**src/rtl/adc_clk_pkg.sv**
```systemverilog
// Shared types and defaults for the multi-channel ADC clock lock monitor.
package adc_clk_pkg;

    typedef enum logic [1:0] {
        ST_ACQ    = 2'd0,
        ST_LOCKED = 2'd1,
        ST_LOST   = 2'd2
    } ch_state_e;

    localparam int DEF_LOCK_CYCLES    = 512;
    localparam int DEF_WDOG_CYCLES    = 16;
    localparam int DEF_HOLDOFF_CYCLES = 64;
    localparam int DEF_LOST_CNT_W     = 8;

    // Bits needed to hold values 0..max_val (never less than 1).
    function automatic int cnt_w(input int max_val);
        return (max_val < 2) ? 1 : $clog2(max_val + 1);
    endfunction

endpackage

```
**src/rtl/clk_lock_ch.sv**
```systemverilog
// One monitored channel: heartbeat synchroniser, watchdog, lock FSM and loss counter.
module clk_lock_ch
    import adc_clk_pkg::*;
#(
    parameter int LOCK_CYCLES    = DEF_LOCK_CYCLES,
    parameter int WDOG_CYCLES    = DEF_WDOG_CYCLES,
    parameter int HOLDOFF_CYCLES = DEF_HOLDOFF_CYCLES,
    parameter int LOST_CNT_W     = DEF_LOST_CNT_W
) (
    input  logic                  clk_div,
    input  logic                  sys_rst,
    input  logic                  hb,
    input  logic                  reseek,
    input  logic                  lost_clr,
    output logic                  locked,
    output logic                  dn_rst,
    output logic                  lost_sticky,
    output logic [LOST_CNT_W-1:0] lost_cnt
);

    localparam int LW = cnt_w(LOCK_CYCLES - 1);
    localparam int WW = cnt_w(WDOG_CYCLES);
    localparam int HW = cnt_w(HOLDOFF_CYCLES - 1);

    localparam logic [LW-1:0] LOCK_LAST = LW'(LOCK_CYCLES - 1);
    localparam logic [WW-1:0] WDOG_MAX  = WW'(WDOG_CYCLES);
    localparam logic [WW-1:0] WDOG_LAST = WW'(WDOG_CYCLES - 1);
    localparam logic [HW-1:0] HOLD_LAST = HW'(HOLDOFF_CYCLES - 1);

    logic            s1, s2, s3, act, timeout, loss;
    logic [WW-1:0]   wdog_cnt;
    logic [LW-1:0]   lock_cnt, lock_nxt;
    logic [HW-1:0]   hold_cnt, hold_nxt;
    ch_state_e       st, st_nxt;
    logic            locked_nxt, sticky_nxt;
    logic [LOST_CNT_W-1:0] cnt_nxt;

    always_ff @(posedge clk_div) begin
        if (sys_rst) begin
            s1 <= 1'b0;
            s2 <= 1'b0;
            s3 <= 1'b0;
        end else begin
            s1 <= hb;
            s2 <= s1;
            s3 <= s2;
        end
    end

    assign act = s2 ^ s3;

    always_ff @(posedge clk_div) begin
        if (sys_rst || reseek || act)
            wdog_cnt <= '0;
        else if (wdog_cnt != WDOG_MAX)
            wdog_cnt <= wdog_cnt + WW'(1);
    end

    // Stays asserted while saturated so a dead channel pins lock_cnt at 0 in ACQ.
    assign timeout = !act && (wdog_cnt >= WDOG_LAST);

    always_comb begin
        st_nxt     = st;
        lock_nxt   = lock_cnt;
        hold_nxt   = hold_cnt;
        locked_nxt = locked;
        loss       = 1'b0;
        if (reseek) begin
            st_nxt     = ST_ACQ;
            lock_nxt   = '0;
            hold_nxt   = '0;
            locked_nxt = 1'b0;
        end else begin
            case (st)
                ST_ACQ: begin
                    if (timeout)
                        lock_nxt = '0;
                    else if (lock_cnt == LOCK_LAST) begin
                        st_nxt     = ST_LOCKED;
                        locked_nxt = 1'b1;
                    end else
                        lock_nxt = lock_cnt + LW'(1);
                end
                ST_LOCKED: begin
                    if (timeout) begin
                        st_nxt     = ST_LOST;
                        locked_nxt = 1'b0;
                        loss       = 1'b1;
                    end
                end
                ST_LOST: begin
                    if (hold_cnt == HOLD_LAST) begin
                        st_nxt   = ST_ACQ;
                        hold_nxt = '0;
                        lock_nxt = '0;
                    end else
                        hold_nxt = hold_cnt + HW'(1);
                end
                default: begin
                    st_nxt     = ST_ACQ;
                    lock_nxt   = '0;
                    hold_nxt   = '0;
                    locked_nxt = 1'b0;
                end
            endcase
        end

        // A loss on the same edge as lost_clr wins and counts as the first loss.
        sticky_nxt = lost_sticky;
        cnt_nxt    = lost_cnt;
        if (loss) begin
            sticky_nxt = 1'b1;
            if (lost_clr)
                cnt_nxt = LOST_CNT_W'(1);
            else if (lost_cnt != '1)
                cnt_nxt = lost_cnt + LOST_CNT_W'(1);
        end else if (lost_clr) begin
            sticky_nxt = 1'b0;
            cnt_nxt    = '0;
        end
    end

    always_ff @(posedge clk_div) begin
        if (sys_rst) begin
            st          <= ST_ACQ;
            lock_cnt    <= '0;
            hold_cnt    <= '0;
            locked      <= 1'b0;
            dn_rst      <= 1'b1;
            lost_sticky <= 1'b0;
            lost_cnt    <= '0;
        end else begin
            st          <= st_nxt;
            lock_cnt    <= lock_nxt;
            hold_cnt    <= hold_nxt;
            locked      <= locked_nxt;
            dn_rst      <= ~locked_nxt;
            lost_sticky <= sticky_nxt;
            lost_cnt    <= cnt_nxt;
        end
    end

endmodule

```
**src/rtl/adc_clk_lock_mon.sv**
```systemverilog
// N_CH-channel ADC clock lock monitor: per-channel lock engines plus registered all_locked.
module adc_clk_lock_mon
    import adc_clk_pkg::*;
#(
    parameter int N_CH           = 4,
    parameter int LOCK_CYCLES    = DEF_LOCK_CYCLES,
    parameter int WDOG_CYCLES    = DEF_WDOG_CYCLES,
    parameter int HOLDOFF_CYCLES = DEF_HOLDOFF_CYCLES,
    parameter int LOST_CNT_W     = DEF_LOST_CNT_W
) (
    input  logic                       clk_div,
    input  logic                       sys_rst,
    input  logic [N_CH-1:0]            ch_hb,
    input  logic [N_CH-1:0]            ch_reseek,
    input  logic                       lost_clr,
    output logic [N_CH-1:0]            ch_locked,
    output logic [N_CH-1:0]            ch_rst,
    output logic                       all_locked,
    output logic [N_CH-1:0]            ch_lost_sticky,
    output logic [N_CH*LOST_CNT_W-1:0] ch_lost_cnt
);

    for (genvar i = 0; i < N_CH; i++) begin : g_ch
        clk_lock_ch #(
            .LOCK_CYCLES    (LOCK_CYCLES),
            .WDOG_CYCLES    (WDOG_CYCLES),
            .HOLDOFF_CYCLES (HOLDOFF_CYCLES),
            .LOST_CNT_W     (LOST_CNT_W)
        ) u_ch (
            .clk_div     (clk_div),
            .sys_rst     (sys_rst),
            .hb          (ch_hb[i]),
            .reseek      (ch_reseek[i]),
            .lost_clr    (lost_clr),
            .locked      (ch_locked[i]),
            .dn_rst      (ch_rst[i]),
            .lost_sticky (ch_lost_sticky[i]),
            .lost_cnt    (ch_lost_cnt[i*LOST_CNT_W +: LOST_CNT_W])
        );
    end

    always_ff @(posedge clk_div) begin
        if (sys_rst)
            all_locked <= 1'b0;
        else
            all_locked <= &ch_locked;
    end

endmodule

```
**config.mk**
```make
export PLATFORM = sky130hd
export DESIGN_NAME = adc_clk_lock_mon
export DESIGN_NICKNAME = d
export VERILOG_FILES = /design/src/rtl/adc_clk_pkg.sv /design/src/rtl/clk_lock_ch.sv /design/src/rtl/adc_clk_lock_mon.sv
export SDC_FILE = /design/constraint.sdc
export NUM_CORES = 1
export LEC_CHECK = 0
export ABC_CLOCK_PERIOD_IN_PS = 2600
export CORE_MARGIN = 4
export CORE_UTILIZATION = 58
export CTS_CLUSTER_SIZE = 28
export DETAILED_ROUTE_END_ITERATION = 8
export GPL_TIMING_DRIVEN = 0
export PLACE_DENSITY = 0.8
export SLEW_MARGIN = 20
export SYNTH_ARGS = -nofsm -noshare
export SYNTH_HDL_FRONTEND = slang
export SYNTH_SLANG_ARGS = --single-unit
```
**constraint.sdc**
```tcl
create_clock -name clk_div -period 2.6 [get_ports clk_div]
set_input_delay 0.65 -clock clk_div [delete_from_list [all_inputs] [get_ports clk_div]]
set_output_delay 0.65 -clock clk_div [all_outputs]
set_load 0.01 [all_outputs]
```
# Word level (Yosys, flattened, before mapping)

Index checks and enable logic that the tools add are counted.

Add/sub/neg operators: 16
Magnitude comparators: 4
Eq/ne operators: 44
Multiplexer cells: 94
Bitwise operators: 12
Reduce and logical (&&, ||, !) cells: 49

Operators by type and width:

| operator                                                           | count |
|---|---|
| 2-to-1 mux 9 bit                                                   | 12 |
| case mux 9 bit (3 select lines)                                    | 4 |
| 2-to-1 mux 8 bit                                                   | 13 |
| case mux 6 bit (2 select lines)                                    | 4 |
| adder 9 x 1 -> 9 bit (second input constant)                       | 4 |
| == test 9 bit (second input constant)                              | 4 |
| 2-to-1 mux 1 bit                                                   | 33 |
| adder 8 x 1 -> 8 bit (second input constant)                       | 4 |
| 2-to-1 mux 2 bit                                                   | 16 |
| != test 8 bit (second input constant)                              | 4 |
| adder 6 x 1 -> 6 bit (second input constant)                       | 4 |
| == test 6 bit (second input constant)                              | 4 |
| 2-to-1 mux 6 bit                                                   | 4 |
| != test 2 x 1 -> 1 bit (second input constant)                     | 12 |
| case mux 2 bit (3 select lines)                                    | 4 |
| adder 5 x 1 -> 5 bit (second input constant)                       | 4 |
| greater-or-equal comparator 5 x 4 -> 1 bit (second input constant) | 4 |
| != test 5 bit (second input constant)                              | 4 |
| AND reduction 4 bit                                                | 5 |
| nonzero test 2 bit                                                 | 8 |
| OR reduction 2 bit                                                 | 8 |
| != test 3 x 2 -> 1 bit (second input constant)                     | 4 |
| case mux 1 bit (3 select lines)                                    | 4 |
| AND reduction 3 bit                                                | 4 |
| other kinds (10)                                                   | 48 |

Register bits after elaboration: 145
Input bits: 11
Output and inout port bits: 45
Logic and storage cells: 264

# Depth between registers and ports, before layout

Gate-level depths: netlist (run 1).

Word-level depth: 8
Mapped depth: 10
Gate-level depth less buffers: 10

# Modules after synthesis

A second synthesis (run 1) with hierarchy kept.

Cells, all modules: 818
Area, all modules: 7170.6 µm²

Modules (own cells, without submodules):

| module                         | times used | cells each | area each (µm²) | sequential area each (µm²) |
|---|---|---|---|---|
| clk_lock_ch (g_ch[0].u_ch ...) | 2          | 204        | 1781.7          | 720.7 |
| clk_lock_ch (g_ch[3].u_ch)     | 1          | 207        | 1803.0          | 720.7 |
| clk_lock_ch (g_ch[2].u_ch)     | 1          | 200        | 1767.9          | 720.7 |
| adc_clk_lock_mon               | 1          | 3          | 36.3            | 20.0 |

# Worst setup path before layout (run 1)

No wires, ideal clock.

Path type: reg2reg
Start point: register g_ch[0].u_ch.wdog_cnt[0]
End point: register g_ch[0].u_ch.lock_cnt[4]
Library setup time: 0.088 ns
Arrival: 2.121 ns
Data required time: 2.512 ns
Path slack: 0.391 ns
Cell stages (with the launch flop): 9
Buffers on the path: 0
Clock period less this slack: 2.209 ns
Cell sequence: dfxtp_1 ha_1 and3_1 ha_1 or4_1 o32ai_2 and2b_1 a21oi_1 a311oi_2

Word-level cells in the longest chain between the ends: 4
Elaborated cells on any way between the ends: 6
Classes of those cells: order compare (1); eq/ne (1); mux (2); reduce/logical (2)

Ends and longest elaborated chain:

| what                                                                                           | line               | RTL |
|---|---|---|
| start, declared                                                                                | clk_lock_ch.sv:31  | `logic [WW-1:0] wdog_cnt;` |
| start signal, assigned                                                                         | clk_lock_ch.sv:56  | `wdog_cnt <= wdog_cnt + WW'(1);` |
| greater-or-equal comparator 5 x 4 -> 1 bit *                                                   | clk_lock_ch.sv:60  | `assign timeout = !act && (wdog_cnt >= WDOG_LAST);` |
| logical AND 1 bit *                                                                            | clk_lock_ch.sv:60  |  |
| != test 3 x 2 -> 1 bit (no source line) / 2-to-1 mux 9 bit (equally long branches)             | n/a                |  |
| AND reduction 3 bit (no source line) / case mux 9 bit (3 select lines) (equally long branches) | n/a                |  |
| end signal, assigned                                                                           | clk_lock_ch.sv:134 | `lock_cnt <= lock_nxt;` |
| end, declared                                                                                  | clk_lock_ch.sv:32  | `logic [LW-1:0] lock_cnt, lock_nxt;` |

Mark *: on every way between the ends. The rest lies on a longest branch, timed or not.
A chain may end at the register's enable or synchronous reset.

# Final worst setup path (run 1)

Start point: input sys_rst
End point: register g_ch[1].u_ch.lock_cnt[3]

Word-level cells in the longest chain between the ends: 1

Ends and longest elaborated chain:

| what                                | line                   | RTL |
|---|---|---|
| start, declared                     | adc_clk_lock_mon.sv:12 | `input logic sys_rst,` |
| OR reduction 2 bit (no source line) | n/a                    |  |
| end signal, assigned                | clk_lock_ch.sv:134     |  |
| end, declared                       | clk_lock_ch.sv:32      |  |

No other way between the ends.

==> Implementation_results.wiki, run 1 <==
{| class="wikitable"
! Metric !! Value
|-
| DRC marker count from the first detailed-route iteration || 477
|-
| Critical-path cell with the highest stage delay || sky130_fd_sc_hd__clkdlybuf4s50_1
|-
| Worst vdd rail ir drop || 0.387 mV
|-
| # DRC || 0
|-
| Number of clock sinks || 145
|-
| Fraction of registers with async set/reset || 0%
|-
| Relative slew slack || 40.3%
|-
| TritonCTS clock tree || built
|-
| Count of buffer and inverter cells on the critical path || 2
|-
| Final hold violation count || 0
|-
| Final min period || 2.45 ns
|-
| Ordered list of cells on the worst path || clkdlybuf4s50_1 -> or2_1 -> buf_2 -> or3_1 -> nor3_1 -> and3_1 -> a211o_1
|-
| # H-tree levels || 4
|-
| Later-pin clock latency in the skew report || 0.42 ns
|-
| Final critical-path share of the clock period || 94.1%
|-
| Maximum capacitance violations || 0
|-
| Placeable core area || 0.0116 mm2
|-
| Crit-path max FO || 10
|-
| GRT Total Usage || 23.3%
|-
| Max Clock Freq || 409 MHz
|-
| Setup skew after layout || 0.00678 ns
|-
| Clock transition at path regs || 0.06 ns
|-
| Initial antenna violation count || 0
|-
| Setup-violating endpoint count in the final report || 0
|-
| Overall Power || 4820 uW
|-
| Relative area change from synthesis to final layout || 19.7%
|-
| Number of top-level pins || 56
|-
| Final antenna diode count || 0
|-
| Run status || finished, final reports clean
|-
| Clock tree root driver cell || sky130_fd_sc_hd__clkbuf_16
|-
| Static power due to leakage || 0.00305 uW
|-
| Total congestion overflow after global routing || 0
|-
| Predominant post-synthesis flop cell || sky130_fd_sc_hd__dfxtp_1
|-
| Worst hold path type || reg2reg
|-
| Most common cell after layout, fill and taps aside || sky130_fd_sc_hd__dfxtp_1
|-
| Post-DR wirelength/cell || 15.4 um
|-
| Worst Setup Path Type || in2reg
|-
| Die height || 117 um
|-
| Maximum buffer depth of the clock tree || 2
|-
| Die Width || 117 um
|-
| Areal power density over the cells || 580 mW/mm2
|-
| Max Slew Vio Count || 0
|-
| Worst Setup Start Kind || input pin
|-
| Routed vias || 6183
|-
| Maximum number of pins on one net before global-route repair || 17
|-
| Number of hold buffers added after CTS || 0
|-
| Number of rows created at floorplan || 39
|-
| Smallest hold slack || 0.437 ns
|-
| Num CTS Buffers || 17
|-
| Hpwl dp || 11100 um
|-
| Arrival time worst endpoint || 2.82 ns
|-
| Mean instance size in the synthesized netlist || 8.66 um2
|-
| Weighted congestion at the end of routability-driven global placement || 0.823
|-
| Setup Total Neg Slack || 0 ns
|-
| Required time of the critical path || 2.97 ns
|-
| Peak per-stage delay on the critical path || 0.53 ns
|-
| Gate Count Post-Synth || 802
|-
| Floorplan die area || 0.0138 mm2
|-
| Detailed-router iteration count before antenna repair || 5
|-
| Antenna Nets Post-Route || 0
|-
| Routed wire length || 16000 um
|-
| Number of nets in the finished design || 916
|-
| Least-Margin Pin Slew || 0.883 ns
|-
| Share of final-layout standard cells stronger than drive strength 1 || 8.76%
|-
| Crit. End Element || register
|-
| Number of distinct library cell variants in the gate-level netlist after synthesis || 68
|-
| Most frequent cells in the layout || sky130_fd_sc_hd__dfxtp_1 (145), sky130_fd_sc_hd__nor2_1 (87), sky130_fd_sc_hd__clkdlybuf4s50_1 (55)
|-
| Post-synthesis sequential element count || 145
|-
| Count of flip-flops with a built-in enable after synthesis || 0
|-
| Critical path's top delay family || simple AND/OR/NAND/NOR gates
|-
| Vias in the first global route || 5894
|-
| Vias/cell || 5.99
|-
| Initial standard-cell utilization of the core || 60.1%
|-
| Syn Nets || 841
|-
| Mapped cell area || 0.00695 mm2
|-
| Yosys warnings || 0
|-
| IO Port Bufs || 55
|-
| First-pass GRT wire length || 27100 um
|-
| Share of the yosys chip area belonging to registers || 41.8%
|}
-- synthesized netlist by cell type (9+ instances only) --
| library cell | number | area (um2) |
|---|---|---|
| sky130_fd_sc_hd__nand3b_1 | 9 | 67.6 |
| sky130_fd_sc_hd__o21ai_0 | 35 | 175 |
| sky130_fd_sc_hd__nand4_1 | 10 | 62.6 |
| sky130_fd_sc_hd__nor2b_1 | 20 | 125 |
| sky130_fd_sc_hd__ha_1 | 28 | 350 |
| sky130_fd_sc_hd__inv_1 | 25 | 93.8 |
| sky130_fd_sc_hd__nor3_1 | 31 | 155 |
| sky130_fd_sc_hd__nand2_1 | 50 | 188 |
| sky130_fd_sc_hd__nor3b_1 | 10 | 75.1 |
| sky130_fd_sc_hd__clkbuf_1 | 20 | 75.1 |
| sky130_fd_sc_hd__dfxtp_1 | 145 | 2900 |
| sky130_fd_sc_hd__buf_4 | 12 | 90.1 |
| sky130_fd_sc_hd__a211o_1 | 9 | 78.8 |
| sky130_fd_sc_hd__a21oi_1 | 46 | 230 |
| sky130_fd_sc_hd__nor2_1 | 87 | 327 |
| sky130_fd_sc_hd__xnor2_1 | 26 | 228 |
| sky130_fd_sc_hd__nand3_1 | 40 | 200 |
| sky130_fd_sc_hd__nand2b_1 | 22 | 138 |
| sky130_fd_sc_hd__and3_1 | 27 | 169 |
| sky130_fd_sc_hd__nor4_1 | 14 | 87.6 |
-- path summary, 6_finish.rpt --
kind,end,cells after the start,slack [ns],startpoint
min,g_ch[0].u_ch.s2,1,0.44,g_ch[0].u_ch.s1
min reg2reg,g_ch[0].u_ch.s2,1,0.44,g_ch[0].u_ch.s1
max,g_ch[1].u_ch.lock_cnt[3],7,0.15,sys_rst
max reg2reg,g_ch[0].u_ch.lock_cnt[3],8,0.18,g_ch[0].u_ch.wdog_cnt[1]
-- report_power, final --
group	internal [uW]	switching [uW]
clock	1500	924
combinational	52.3	87.1
sequential	2240	15.8
-- repair_timing --
item	4_1_cts	5_1_grt
endpoints found under the hold margin	0	0
setup buffers	0	2
resized for setup	3	4
pin swaps	0	1
endpoints found under the setup margin	27	20
-- worst reg2reg max path, stage by stage, from the launching register on --
cell and delay [ns]:
sky130_fd_sc_hd__dfxtp_1 0.35, sky130_fd_sc_hd__ha_1 0.22, sky130_fd_sc_hd__and3_1 0.19, sky130_fd_sc_hd__ha_1 0.25
sky130_fd_sc_hd__or3_1 0.34, sky130_fd_sc_hd__o22ai_2 0.26, sky130_fd_sc_hd__a221oi_1 0.19, sky130_fd_sc_hd__buf_2 0.24
sky130_fd_sc_hd__a311oi_1 0.29
-- through the flow --
step	instance area (um2)	cells	utilization (%)	setup slack, ns
2_1_floorplan	6950	802	-	0.391
3_3_place_gp	7680	1000	66.4	-0.490
3_5_place_dp	7680	1000	66.4	-0.568
4_1_cts	8270	1031	71.5	0.00327
5_1_grt	8310	1033	71.9	-0.0109
6_report	8310	1033	71.9	0.154
-- flip-flops by register name, indices dropped and copies added, names as in the netlist, 8 cells and up --
name,count
g_ch.u_ch.lost_cnt,32
g_ch.u_ch.wdog_cnt,20
g_ch.u_ch.hold_cnt,24
g_ch.u_ch.lock_cnt,36
g_ch.u_ch.st,8
-- layer usage --
metal | wire [um] | vias to the layer above | global-route usage, % | share of wire [%]
li1 | - | 3037 | - | -
met1 | 7220 | 2985 | 28.6 | 45
met2 | 7830 | 138 | 39.8 | 49
met3 | 713 | 23 | 6.21 | 4.5
met4 | 190 | 0 | 7.48 | 1.2
met5 | 0 | - | 0 | 0
-- final cells by class --
class,instances,area (um2)
sequential,145,2900
timing repair buffer,57,566
inverter,25,93.8
multi-input combinational,593,3780
buffer,38,199
tap,143,179
clock inverter,10,108
clock buffer,22,484
fill,866,3250
-- logic make-up (layout without fill, tap and decap cells) --
family                     after synthesis  count (layout)  synth area share, %
buffers and inverters                   64             152                 4.23
muxes                                    8               8                 1.19
xor gates and xnor gates                32              32                 4.03
and+or+nand+nor                        365             365                 27.8
AOI/OAI and AO/OA                      160             160                 15.9
DFF                                    145             145                 41.8
adders and majority gates               28              28                 5.04
No activity file was read; power rests on OpenSTA's default activity.
==> inputs of run 2 (changes only) <==
CELL_PAD_IN_SITES_DETAIL_PLACEMENT = 2   (was default)
CELL_PAD_IN_SITES_GLOBAL_PLACEMENT = 2   (was default)
CORE_UTILIZATION = 36   (was 58)
PLACE_DENSITY = default   (was 0.8)
PLACE_DENSITY_LB_ADDON = 0.1   (was default)
==> Implementation_results.wiki, run 2 (same netlist as run 1, synthesis figures left out) <==
{| class="wikitable"
! Metric !! Value
|-
| Run status || finished, final reports clean
|-
| Die Width || 147 um (+25%)
|-
| Final hold violation count || 0 (unchanged)
|-
| Routed wire length || 21900 um (+37%)
|-
| Floorplan die area || 0.0216 mm2 (+56%)
|-
| Number of clock sinks || 145 (unchanged)
|-
| Cell Count Post-Placement || 1117 (+12%)
|-
| Max Slew Vio Count || 0 (unchanged)
|-
| Share of final-layout standard cells stronger than drive strength 1 || 9.75% (+0.99 points)
|-
| Maximum number of pins on one net before global-route repair || 17 (unchanged)
|-
| Die height || 147 um (+25%)
|-
| Clock tree root driver cell || sky130_fd_sc_hd__clkbuf_16
|-
| Total congestion overflow after global routing || 0 (unchanged)
|-
| Static power due to leakage || 0.00309 uW (+1.4%)
|-
| Final antenna diode count || 0 (unchanged)
|-
| Met2 Usage GRT || 38.2% (-1.7 points)
|-
| Hpwl dp || 14900 um (+33%)
|-
| Setup slack at placement || -0.766 ns (-0.199 ns)
|-
| GRT Total Usage || 20.4% (-2.9 points)
|-
| Arrival time worst endpoint || 2.87 ns (+0.05 ns)
|-
| IO Port Bufs || 55 (unchanged)
|-
| Post-DR wirelength/cell || 19.0 um (+23%)
|-
| Least-Margin Pin Slew || 0.969 ns (+0.0864 ns)
|-
| Reg2reg path depth || 7 (-1)
|-
| Cell with the most instances on the worst path || sky130_fd_sc_hd__ha_1
|-
| Maximum capacitance violations || 0 (unchanged)
|-
| Detailed-router iteration count before antenna repair || 5 (unchanged)
|-
| Number of nets in the finished design || 918 (+0.22%)
|-
| DRC marker count from the first detailed-route iteration || 256 (-46%)
|-
| Relative area change from synthesis to final layout || 23.4%
|-
| Weighted congestion at the end of routability-driven global placement || 0.799 (-2.9%)
|-
| Worst Setup Start Kind || register
|-
| Final min period || 2.52 ns (+0.0782 ns)
|-
| Registers with the most flip-flops || g_ch.u_ch.lock_cnt (36), g_ch.u_ch.lost_cnt (32), g_ch.u_ch.hold_cnt (24)
|-
| GRT Max-Usage Layer || met2
|-
| Global-route track usage on met1 || 23.6% (-5.0 points)
|-
| Global Route met3 Usage || 4.41% (-1.8 points)
|-
| Later-pin clock latency in the skew report || 0.43 ns (about the same)
|-
| Vias/cell || 5.49 (-8.3%)
|-
| Clock transition at path regs || 0.07 ns (about the same)
|-
| Peak per-stage delay on the critical path || 0.59 ns (+0.06 ns)
|-
| Setup-violating endpoint count in the final report || 0 (unchanged)
|-
| TritonCTS clock tree || built
|-
| Crit. End Element || register
|-
| Ordered list of cells on the worst path || ha_1 -> and3_2 -> ha_1 -> nor2_1 -> a2111o_1 -> or4_1 -> a21oi_1
|-
| Setup skew after layout || 0.0112 ns (+0.00438 ns)
|-
| Relative slew slack || 34.5% (-5.8 points)
|-
| Setup Total Neg Slack || 0 ns (unchanged)
|-
| Placeable core area || 0.0188 mm2 (+63%)
|-
| Areal power density over the cells || 610 mW/mm2 (+5.0%)
|-
| # H-tree levels || 4 (unchanged)
|-
| Most frequent cells in the layout || sky130_fd_sc_hd__dfxtp_1 (145), sky130_fd_sc_hd__nor2_1 (87), sky130_fd_sc_hd__clkdlybuf4s50_1 (55)
|-
| Max Clock Freq || 396 MHz (-3.1%)
|-
| Worst vdd rail ir drop || 0.481 mV (+24%)
|-
| Crit-path max FO || 9 (-1)
|-
| Minimum setup slack in the final design || 0.0758 ns (-0.0782 ns)
|-
| Most flop-heavy register || g_ch.u_ch.lock_cnt
|-
| Initial antenna violation count || 0 (unchanged)
|-
| Number of instances on the worst hold path || 1 (unchanged)
|-
| Most common cell after layout, fill and taps aside || sky130_fd_sc_hd__dfxtp_1
|-
| Worst hold path type || reg2reg
|-
| Worst Setup Path Type || reg2reg
|-
| RSZ-0062 raised after global routing || yes
|-
| Antenna Nets Post-Route || 0 (unchanged)
|-
| Smallest hold slack || 0.457 ns (+0.0199 ns)
|-
| Number of top-level pins || 56 (unchanged)
|-
| Number of rows created at floorplan || 50 (+28%)
|-
| Routed vias || 6324 (+2.3%)
|-
| Vias in the first global route || 7081 (+20%)
|-
| # DRC || 0 (unchanged)
|-
| Num CTS Buffers || 17 (unchanged)
|-
| Flip-flop count of the largest register after layout || 36 (unchanged)
|-
| Critical-path cell with the highest stage delay || sky130_fd_sc_hd__a2111o_1
|-
| Initial standard-cell utilization of the core || 36.9% (-23 points)
|-
| Filler-free cell count of the finished design || 1152 (+12%)
|-
| First-pass GRT wire length || 36300 um (+34%)
|-
| Required time of the critical path || 2.95 ns (-0.02 ns)
|-
| Final critical-path share of the clock period || 97.1% (+3.0 points)
|-
| Maximum buffer depth of the clock tree || 2 (unchanged)
|}
## run 2: path summary, 6_finish.rpt
kind / from / end / slack (ns)
setup / recovery: g_ch[3].u_ch.wdog_cnt[1] / g_ch[3].u_ch.lost_cnt[7] / 0.08
hold / removal: g_ch[3].u_ch.s1 / g_ch[3].u_ch.s2 / 0.46
setup reg to reg: g_ch[3].u_ch.wdog_cnt[1] / g_ch[3].u_ch.lost_cnt[7] / 0.08
hold reg to reg: g_ch[3].u_ch.s1 / g_ch[3].u_ch.s2 / 0.46
## run 2: repair_timing
action / CTS / global route
hold buffers: 0 / 0
hold endpoints to repair: 0 / 0
endpoints found under the setup margin: 39 / 27
pin swaps: 1 / 3
gates resized for setup: 4 / 8
buffers inserted: 1 / 5
## run 2: per-stage QoR
stage	area [um2]	util (%)	total power [uW]
5_1_grt	8570	45.5	5420
3_5_place_dp	7820	41.5	2450
3_3_place_gp	7820	41.5	2440
6_report	8570	45.5	5230
2_1_floorplan	6950	-	2390
4_1_cts	8500	45.1	5290
## run 2: routing by layer
| layer | vias up | wire, um |
|---|---|---|
| met5 | - | 0 |
| met4 | 0 | 209 |
| met3 | 18 | 678 |
| met2 | 92 | 11500 |
| met1 | 3181 | 9450 |
| li1 | 3033 | - |
## run 2: area by class of cell
cell class                      instances  area, um2
Inverter                               25       93.8
Multi-Input combinational cell        593       3800
Sequential cell                       145       2900
Clock buffer                           18        439
Clock inverter                         14        225
Buffer                                 36        191
Tap cell                              260        325
Fill cell                            2094      10300
Timing Repair Buffer                   61        596
## run 2: worst max-delay path, delay by kind of cell, from the launching register on
kind	cells	cell delay [ns]
adder cells (fa/ha/maj)	2	0.38
flip-flops	1	0.44
AND/OR/NAND/NOR	3	0.84
AO/OA/AOI/OAI	2	0.79
## run 2: report_power, final
group          internal (uW)  leakage (uW)  switching (uW)
Combinational           51.8       0.00160            96.3
Clock                   1750      0.000315            1070
Sequential              2240       0.00117            17.2
